**config.mk**
```make
export PLATFORM = sky130hd
export DESIGN_NAME = led_mode_ctrl
export DESIGN_NICKNAME = d
export VERILOG_FILES = /design/src/rtl/led_mode_ctrl.sv
export SDC_FILE = /design/constraint.sdc
export NUM_CORES = 1
export LEC_CHECK = 0
export BUFFER_PORTS_ARGS = -buffer_cell sky130_fd_sc_hd__buf_4
export CORE_ASPECT_RATIO = 0.9
export CORE_MARGIN = 10
export CORE_UTILIZATION = 35
export DETAILED_ROUTE_END_ITERATION = 6
export SLEW_MARGIN = 30
export SYNTH_ARGS = -nofsm -noshare
export SYNTH_HDL_FRONTEND = slang
export SYNTH_SLANG_ARGS = --single-unit
```
**constraint.sdc**
```tcl
create_clock -name clk -period 2.05 [get_ports clk]
set_input_delay 0.205 -clock clk [delete_from_list [all_inputs] [get_ports clk]]
set_output_delay 0.205 -clock clk [all_outputs]
set_load 0.005 [all_outputs]
```
**src/rtl/led_mode_ctrl.sv**
```systemverilog
// led_mode_ctrl: debounced speed/mode buttons driving blink-speed preset and LED mask.
// Optional feature macro: LED_CHASE_EN (adds CHASE mode with rotating mask).
// Latency: raw press -> press pulse DB_CYCLES+3 edges; outputs update one cycle later.
module led_mode_ctrl #(
  parameter int N         = 27,
  parameter int DB_CYCLES = 1000000,
  parameter int SPD0      = 100000000,
  parameter int SPD1      = 50000000,
  parameter int SPD2      = 25000000,
  parameter int SPD3      = 12500000
) (
  input  logic         clk,
  input  logic         rst,
  input  logic         btn_speed,
  input  logic         btn_mode,
  input  logic         blink_tick,
  output logic [N-1:0] speed_sel,
  output logic [1:0]   speed_idx,
  output logic [1:0]   mode,
  output logic [3:0]   led_mask
);

  localparam int CW = $clog2(DB_CYCLES);
  localparam logic [CW-1:0] CNT_MAX = CW'(DB_CYCLES - 1);

  typedef enum logic [1:0] {
    ST_ALL   = 2'b00,
    ST_CHASE = 2'b01,
    ST_PAUSE = 2'b10
  } state_t;

  // Bit 0 is the speed button, bit 1 the mode button.
  logic [1:0]    raw;
  logic [1:0]    sync1;
  logic [1:0]    sync2;
  logic [1:0]    sync_vld;
  logic [1:0]    stable;
  logic [1:0]    stable_d;
  logic [1:0]    armed;
  logic [1:0]    press;
  logic [CW-1:0] cnt [2];
  state_t        state;

  assign raw  = {btn_mode, btn_speed};
  assign mode = state;

  function automatic logic [N-1:0] spd_lut(input logic [1:0] idx);
    logic [N-1:0] v;
    case (idx)
      2'd0:    v = N'(SPD0);
      2'd1:    v = N'(SPD1);
      2'd2:    v = N'(SPD2);
      default: v = N'(SPD3);
    endcase
    return v;
  endfunction

  // Two-flop synchronizers; sync_vld marks when sync2 carries post-reset samples.
  always_ff @(posedge clk or posedge rst) begin
    if (rst) begin
      sync1    <= '0;
      sync2    <= '0;
      sync_vld <= '0;
    end else begin
      sync1    <= raw;
      sync2    <= sync1;
      sync_vld <= {sync_vld[0], 1'b1};
    end
  end

  // Debouncers: count consecutive disagreeing samples, adopt the new level at CNT_MAX.
  // A button is armed only after a real released sample, so a button held through
  // reset must be released and pressed again before it can produce a pulse.
  always_ff @(posedge clk or posedge rst) begin
    if (rst) begin
      stable <= '0;
      armed  <= '0;
      cnt[0] <= '0;
      cnt[1] <= '0;
    end else begin
      for (int i = 0; i < 2; i++) begin
        if (sync_vld[1] && !sync2[i]) begin
          armed[i] <= 1'b1;
        end
        if (sync2[i] == stable[i]) begin
          cnt[i] <= '0;
        end else if (cnt[i] == CNT_MAX) begin
          stable[i] <= sync2[i];
          cnt[i]    <= '0;
        end else begin
          cnt[i] <= cnt[i] + CW'(1);
        end
      end
    end
  end

  // Single-cycle press pulse on a rising edge of the debounced level.
  always_ff @(posedge clk or posedge rst) begin
    if (rst) begin
      stable_d <= '0;
      press    <= '0;
    end else begin
      stable_d <= stable;
      press    <= stable & ~stable_d & armed;
    end
  end

  // Speed preset index and its registered lookup value advance together.
  always_ff @(posedge clk or posedge rst) begin
    if (rst) begin
      speed_idx <= 2'd0;
      speed_sel <= N'(SPD0);
    end else if (press[0]) begin
      speed_idx <= speed_idx + 2'd1;
      speed_sel <= spd_lut(speed_idx + 2'd1);
    end
  end

`ifndef LED_CHASE_EN
  // Without CHASE the blink tick has no consumer.
  logic unused_blink_tick;
  assign unused_blink_tick = blink_tick;
`endif

  // Mode FSM with registered LED mask; a mode press always beats a blink tick.
  always_ff @(posedge clk or posedge rst) begin
    if (rst) begin
      state    <= ST_ALL;
      led_mask <= 4'b1111;
    end else begin
      case (state)
        ST_ALL: begin
          if (press[1]) begin
`ifdef LED_CHASE_EN
            state    <= ST_CHASE;
            led_mask <= 4'b0001;
`else
            state    <= ST_PAUSE;
            led_mask <= 4'b0000;
`endif
          end
        end
`ifdef LED_CHASE_EN
        ST_CHASE: begin
          if (press[1]) begin
            state    <= ST_PAUSE;
            led_mask <= 4'b0000;
          end else if (blink_tick) begin
            led_mask <= {led_mask[2:0], led_mask[3]};
          end
        end
`endif
        ST_PAUSE: begin
          if (press[1]) begin
            state    <= ST_ALL;
            led_mask <= 4'b1111;
          end
        end
        default: begin
          state    <= ST_ALL;
          led_mask <= 4'b1111;
        end
      endcase
    end
  end

endmodule

```
After elaboration in Yosys (flattened, before gate mapping)
Index checks and enable logic that the tools add are counted.

Register bits after elaboration: 89. Input port bits: 5.

$add $sub $neg: 3. Eq/ne operators: 9. Bitwise logic cells: 5. Reduce and logical (&&, ||, !) cells: 9. Mux-type cells: 11.

Operators with widths (number): case mux 27 bit (3 select lines) (1); 2-to-1 mux 20 bit (4); adder 20 x 1 -> 20 bit (second input constant) (2); == test 20 bit (second input constant) (2); 2-to-1 mux 4 bit (2); case mux 4 bit (2 select lines) (1); AND reduction 2 bit (3); bitwise AND 2 bit (2); == test 2 bit (second input constant) (2); logical NOT 2 bit (2); 2-to-1 mux 2 bit (2); inequality test 2 bit (second input constant) (2); case mux 2 bit (2 select lines) (1); adder 2 x 1 -> 2 bit (second input constant) (1); == test 1 bit (2); == test 2 x 1 -> 1 bit (second input constant) (1); logical AND 1 bit (2); logical NOT 1 bit (2); NOT 1 bit (2); NOT 2 bit (1).

Depth between registers and ports, before layout
Gate-level depths: netlist of the first run.

Depth in word-level cells: 3. Gate-level depth with buffers: 6. Mapped depth without buffers: 5.

Worst setup path after synthesis of the first run
Ideal clock, no wire load.

Kind: reg2reg. From: register cnt[35] in the netlist's numbering. To: register cnt[31] in the netlist's numbering. Setup time: 0.119 ns. Setup slack: 0.065 ns. Path buffers: 1. Data required time: 1.931 ns. Arrival time: 1.866 ns. Clock period less this slack: 1.985 ns. Cell stages (with the launch flop): 6. Path through: dfrtp_1 or4b_1 or4_4 o21ai_4 buf_6 nor2_1.

Cells in the longest elaborated chain, start to end: 3.

Ends and longest elaborated chain: from (decl) (line 41) `logic [CW-1:0] cnt [2];`; from (signal, indexed assignment) (line 91) `cnt[i] <= cnt[i] + CW'(1);`; == test 20 bit (line 87) `end else if (cnt[i] == CNT_MAX) begin`; 2-to-1 mux 20 bit (line 87); 2-to-1 mux 20 bit (line 85) `if (sync2[i] == stable[i]) begin`.

No other way between the ends. A chain may end at the register's enable or synchronous reset.

Final worst setup path of the first run
From: register cnt[15] in the netlist's numbering. To: register cnt[7] in the netlist's numbering.

The elaborated chain is that of the path after synthesis.

==> metrics.yaml, run 1 <==
run_status:
  status: "complete, no violations"
finish:
  drive_gt1_frac: 0.238
  stdcell_area_um2: 3780
  fin_util: 0.418
  area_growth_pct: 17.3
  fin_cells: 467
  fillerInstances: 868
  layout_common_cells: "62 x dfrtp_1, 36 x buf_4, 32 x nor2_1"
  n_antenna_cell: 0
  nets: 354
  layout_commonest_cell: "dfrtp_1"
synth:
  yosysTopAreaCell: "dfrtp_1"
  ys_seq_elements: 68
  synth_cell_types: 36
  yosys-top-cells-area: "dfrtp_1 48%, dfstp_2 4.9%, buf_4 4.9%"
  netlist_area_um2: 3220
  ys_seq_area_frac: 0.530
  netlist_instances: 306
  avgSynthCellArea_um2: 10.5
  netlist.area_leader.share: 0.481
  yosysWarnings: 0
cts:
  cts_root_buffer: "clkbuf_8"
  clk_pin_slew_ns: 0.08
  cts_buffers: 9
  cts_tree: "yes"
  insertion_delay_ns: 0.35
  clockBufferDepth: 2
  cts_setup_buffers: 0
  cts.htree.levels: 3
  numClockSinks: 68
drt:
  wl_per_cell_um: 12.3
  vias_per_cell: 4.66
  drc: 0
  wl_um: 5740
  drt_pass1_iterations: 4
  dr_total_vias: 2178
  drt-initial-drc-count: 90
  drtAntennaViolNets: 0
floorplan:
  start_util: 0.357
  row_count: 33
  die_w_um: 121
  io_pins: 40
  core_area_um2: 9040
  die_y_um: 111
  dieArea_um2: 13500
power:
  vdd_ir_drop_max_uv: 291
  pwr_density_cell_nw_per_um2: 678
  power.leakage_nw: 1.65
run:
  maxCapViolCount: 0
sta:
  fin_crit_sh: 0.982
  hold_viol_final: 0
  finalMaxSlewViolations: 0
  clock_skew_ns: 0.0138
  rsz0062_at_grt: "yes"
  relSlewSlack: 0.609
  worst_slew_pin_slew_ns: 0.586
  setup-violations-final: 0
  period_minus_slack_ns: 2.01
  timing.final.ws_setup_ns: 0.0366
  fmax_mhz: 497
placed_design:
  pre_cts_ws_ns: 0.0546
  place_area_um2: 3540
  port_buffers: 28
  dp_cells: 448
  dp_hpwl_um: 4120
  gp_congestion: 0.786
setup_path:
  endpoint_kind: "register"
  critPathMaxStageDelay_ns: 0.57
  path_buf_inv: 1
  cp.arrival_ns: 2.24
  path_cells: "or4b_1 -> or4_4 -> o21ai_4 -> buf_12 -> nor2_1"
  worst_path_max_delay_cell: "or4_4"
  startpoint: "cnt[15]"
  critPathKind: "register to register"
  worstSetupStartpointType: "register"
  crit_path_max_fanout: 19
  reg2reg_from: "cnt[15]"
  cp.required_ns: 2.28
  crit_family: "simple AND/OR/NAND/NOR gates"
hold_path:
  worstHoldStart: "sync1[0]"
  hp-class: "register to register"
global_route:
  overflow: 0
  grt_pass1_vias: 2107
  grt_max_degree: 48
  grt_pass1_wl_um: 9790
  track_usage: 0.0884
  antenna_found_initial: 0
[where the power goes]
part / switching (W) / total (W) / internal, W
Clock: 0.000536 / 0.00110 / 0.000565
Combinational: 0.0000614 / 0.0000977 / 0.0000363
Sequential: 0.0000102 / 0.00137 / 0.00136
Total: 0.000608 / 0.00257 / 0.00196
[sequential cells by signal, indices dropped and copies added (netlist names), 2 cells and up]
signal     cells
armed          2
cnt           40
press          2
speed_sel     11
stable         2
stable_d       2
sync1          2
sync2          2
sync_vld       2
[layout make-up]
| cell class | instances | area (um2) | share of cell area |
|---|---|---|---|
| clock inverters | 7 | 75.1 | 0.0198 |
| multi-input cells | 206 | 1310 | 0.347 |
| clock buffers | 9 | 124 | 0.0327 |
| well taps | 122 | 153 | 0.0403 |
| repair buffers | 42 | 360 | 0.0952 |
| flip-flops and latches | 68 | 1710 | 0.452 |
| inverters | 13 | 48.8 | 0.0129 |
[logic make-up (layout without fill, tap and decap cells)]
| group | count (synthesis) | after routing | synth area share |
|---|---|---|---|
| and+or+nand+nor | 110 | 110 | 0.186 |
| DFF | 68 | 68 | 0.530 |
| AOI/OAI and AO/OA | 47 | 47 | 0.0865 |
| buffers and inverters | 41 | 71 | 0.0776 |
| xor gates and xnor gates | 24 | 24 | 0.0652 |
| adders and majority gates | 9 | 9 | 0.0349 |
| muxes | 5 | 5 | 0.0175 |
| other | 2 | 11 | 0.00233 |
[through the flow]
stage	TNS [ns]	total power (W)	hold WS [ns]
global route	-0.394	0.00267	0.356
CTS	0	0.00260	0.353
floorplan	0	0.00146	0.236
detailed placement	0	0.00149	0.266
finish	0	0.00257	0.350
global placement	0	0.00149	0.260
[per-layer routing]
metal	wire length, um	vias up	part of all wire	global-route usage
li1	-	1088	-	-
met1	2660	1029	0.46	0.111
met2	2540	48	0.44	0.128
met3	379	13	0.066	0.0305
met4	157	0	0.027	0.0524
met5	0	-	0	0
[timing repair]
action | CTS | global route
hold buffers | 3 | 0
gates resized for setup | 0 | 4
endpoints found under the hold margin | 19 | 0
endpoints found under the setup margin | 0 | 25
[synth_stat cells]
cell and count:
a21o_1 2, a21oi_1 21, a21oi_2 1, and2_1 4, and3_1 1, and3_2 1
and3b_1 2, and4_1 1, buf_2 2, buf_4 21, buf_6 2, clkbuf_1 3
conb_1 2, dfrtp_1 62, dfstp_2 6, ha_1 9, inv_1 13, mux2_2 5
nand2_1 14, nand2b_1 2, nand3_1 14, nand3_2 1, nand4_1 5, nor2_1 32
nor3_1 4, nor4_1 2, o21ai_0 16, o21ai_4 2, o31ai_1 5, or3_1 11
or3_2 3, or4_1 8, or4_4 3, or4b_1 2, xnor2_1 14, xor2_1 10
[worst paths after layout]
check	end	slack [ns]	cells past startpoint
max	cnt[7]	0.04	5
min	sync2[0]	0.35	0
max reg2reg	cnt[7]	0.04	5
min reg2reg	sync2[0]	0.35	0
max in group asynchronous	speed_sel[8]	0.97	4
min in group asynchronous	cnt[14]	0.43	3
[worst register-to-register path, stage by stage, from the launching register on]
cell and delay [ns]:
dfrtp_1 0.42, or4b_1 0.52, or4_4 0.57, o21ai_4 0.16, buf_12 0.17, nor2_1 0.06
Note: power is estimated with default switching activity, not from simulation.
==> inputs of run 2 (changes only) <==
--- a/config.mk
+++ b/config.mk
@@ -8,8 +8,11 @@
 export BUFFER_PORTS_ARGS = -buffer_cell sky130_fd_sc_hd__buf_4
 export CORE_ASPECT_RATIO = 0.9
 export CORE_MARGIN = 10
-export CORE_UTILIZATION = 35
+export CORE_UTILIZATION = 52
 export DETAILED_ROUTE_END_ITERATION = 6
+export GPL_TIMING_DRIVEN = 1
+export PLACE_DENSITY = 0.76
+export RECOVER_POWER = 25
 export SLEW_MARGIN = 30
 export SYNTH_ARGS = -nofsm -noshare
 export SYNTH_HDL_FRONTEND = slang
==> metrics.yaml, run 2 (synthesized netlist as in run 1, its figures left out) <==
setup_path:
  critPathKind: "register to register"
  worst_path_max_delay_cell: "or4_4"
  cp.required_ns: 2.27
  r2r_slack_ns: 0.02
  crit_path_max_fanout: 19
  r2r-end: "cnt[11]"
  critPathMaxStageDelay_ns: 0.56
  worstSetupStartpointType: "register"
  reg2regPathDepth: 5
  path_cells: "or4b_1 -> or4_4 -> o21ai_4 -> buf_12 -> nor2_1"
  endpoint_kind: "register"
  cp.arrival_ns: 2.25
  reg2reg_from: "cnt[15]"
cts:
  clk_pin_slew_ns: 0.07
  insertion_delay_ns: 0.33
  cts_root_buffer: "clkbuf_8"
  cts.htree.levels: 3
  clockBufferDepth: 2
  cts_buffers: 9
  cts_setup_buffers: 0
  cts_tree: "yes"
  numClockSinks: 68
finish:
  largest_register_ffs: 40
  nets: 355
  top_regs: "cnt: 40 flops, speed_sel: 11 flops"
  fillerInstances: 481
  top_register: "cnt"
  fin_util: 0.609
  n_antenna_cell: 0
  drive_gt1_frac: 0.228
  layout_common_cells: "62 x dfrtp_1, 34 x buf_4, 32 x nor2_1"
  area_growth_pct: 14.9
  layout_commonest_cell: "dfrtp_1"
placed_design:
  port_buffers: 28
  dp_hpwl_um: 3980
  gp_congestion: 0.836
sta:
  finalMaxSlewViolations: 0
  period_minus_slack_ns: 2.03
  relSlewSlack: 0.415
  clock_skew_ns: 0.00889
  hold_viol_final: 0
  rsz0062_at_grt: "yes"
  worst_slew_pin_slew_ns: 0.877
  fin_crit_sh: 0.992
  setup-violations-final: 0
  fmax_mhz: 492
floorplan:
  start_util: 0.530
  die_y_um: 94.7
  row_count: 27
  io_pins: 40
  die_w_um: 103
  dieArea_um2: 9760
  core_area_um2: 6080
power:
  vdd_ir_drop_max_uv: 416
  pwr_density_cell_nw_per_um2: 688
  total_power_w: 0.00255
  power.leakage_nw: 1.66
drt:
  wl_met2_um: 2500
  wl_um: 5500
  vias_per_cell: 5.29
  drc: 0
  wl_per_cell_um: 13.1
  drtAntennaViolNets: 0
  drt-initial-drc-count: 93
  dr_total_vias: 2212
  met3WireLength_um: 369
  drt_pass1_iterations: 4
  top_layer: "met4"
  wl_met1_um: 2570
global_route:
  grt_pass1_wl_um: 9450
  antenna_found_initial: 0
  grt_pass1_vias: 2127
  overflow: 0
  grt_max_degree: 39
  track_usage: 0.121
hold_path:
  holdPathEnd: "sync2[0]"
  worstHoldStart: "sync1[0]"
  whs_path_depth: 0
  hp-class: "register to register"
run_status:
  status: "complete, no violations"
run:
  maxCapViolCount: 0
-- run 2: changes by cell type in the layout (fill, tap and decap cells not counted), moves of 2 or more --
cell	delta
clkbuf_4	+3
a21oi_1	+2
a21oi_2	-2
buf_4	-2
-- run 2: how the worst max path moves through the flow --
stage                 start  endpoint  cells past startpoint
floorplan           cnt[35]   cnt[31]                      5
global placement    cnt[15]   cnt[13]                      5
detailed placement  cnt[15]    cnt[9]                      5
CTS                 cnt[15]   cnt[11]                      5
global route        cnt[15]   cnt[19]                      5
finish              cnt[15]   cnt[11]                      5
-- run 2: what timing repair did --
| item | in CTS | in global routing |
|---|---|---|
| hold endpoints to repair | 55 | 0 |
| setup endpoints to repair | 0 | 10 |
| hold buffers | 3 | 0 |
| resized for setup | 0 | 1 |
-- run 2: area by class of cell --
cell class	instances	area, um2	share of cell area
flip-flops and latches	68	1710	0.461
multi-input cells	206	1300	0.352
repair buffers	43	353	0.0952
clock buffers	10	138	0.0371
well taps	72	90.1	0.0243
clock inverters	6	63.8	0.0172
inverters	13	48.8	0.0132
-- run 2: per-layer routing --
metal  up-vias  track usage
met5         -            0
met4         0       0.0637
met3         6       0.0350
met2        48        0.192
met1      1066        0.146
li1       1092            -
-- run 2: power breakdown --
| part | internal (W) | switching [W] |
|---|---|---|
| Sequential | 0.00136 | 0.0000105 |
| Clock | 0.000592 | 0.000496 |
| Combinational | 0.0000338 | 0.0000593 |
| Total | 0.00198 | 0.000565 |
-- run 2: worst max-delay path, delay by kind of cell, from the launching register on --
family / cells / cell delay [ns]
DFF: 1 / 0.42
and+or+nand+nor: 3 / 1.16
buffers and inverters: 1 / 0.16
AOI/OAI and AO/OA: 1 / 0.16
-- run 2: per-stage QoR --
| step | TNS, ns | instance area, um2 | worst slack [ns] | hold slack (ns) | cells |
|---|---|---|---|---|---|
| after CTS | 0 | 3720 | 0.0185 | 0.353 | 418 |
| after global routing | -0.0516 | 3700 | -0.0118 | 0.371 | 418 |
| after detailed placement | 0 | 3480 | 0.0435 | 0.269 | 399 |
| after global placement | 0 | 3480 | 0.0939 | 0.266 | 399 |
| after floorplan | 0 | 3260 | 0.0649 | 0.236 | 315 |
| final | 0 | 3700 | 0.0166 | 0.349 | 418 |
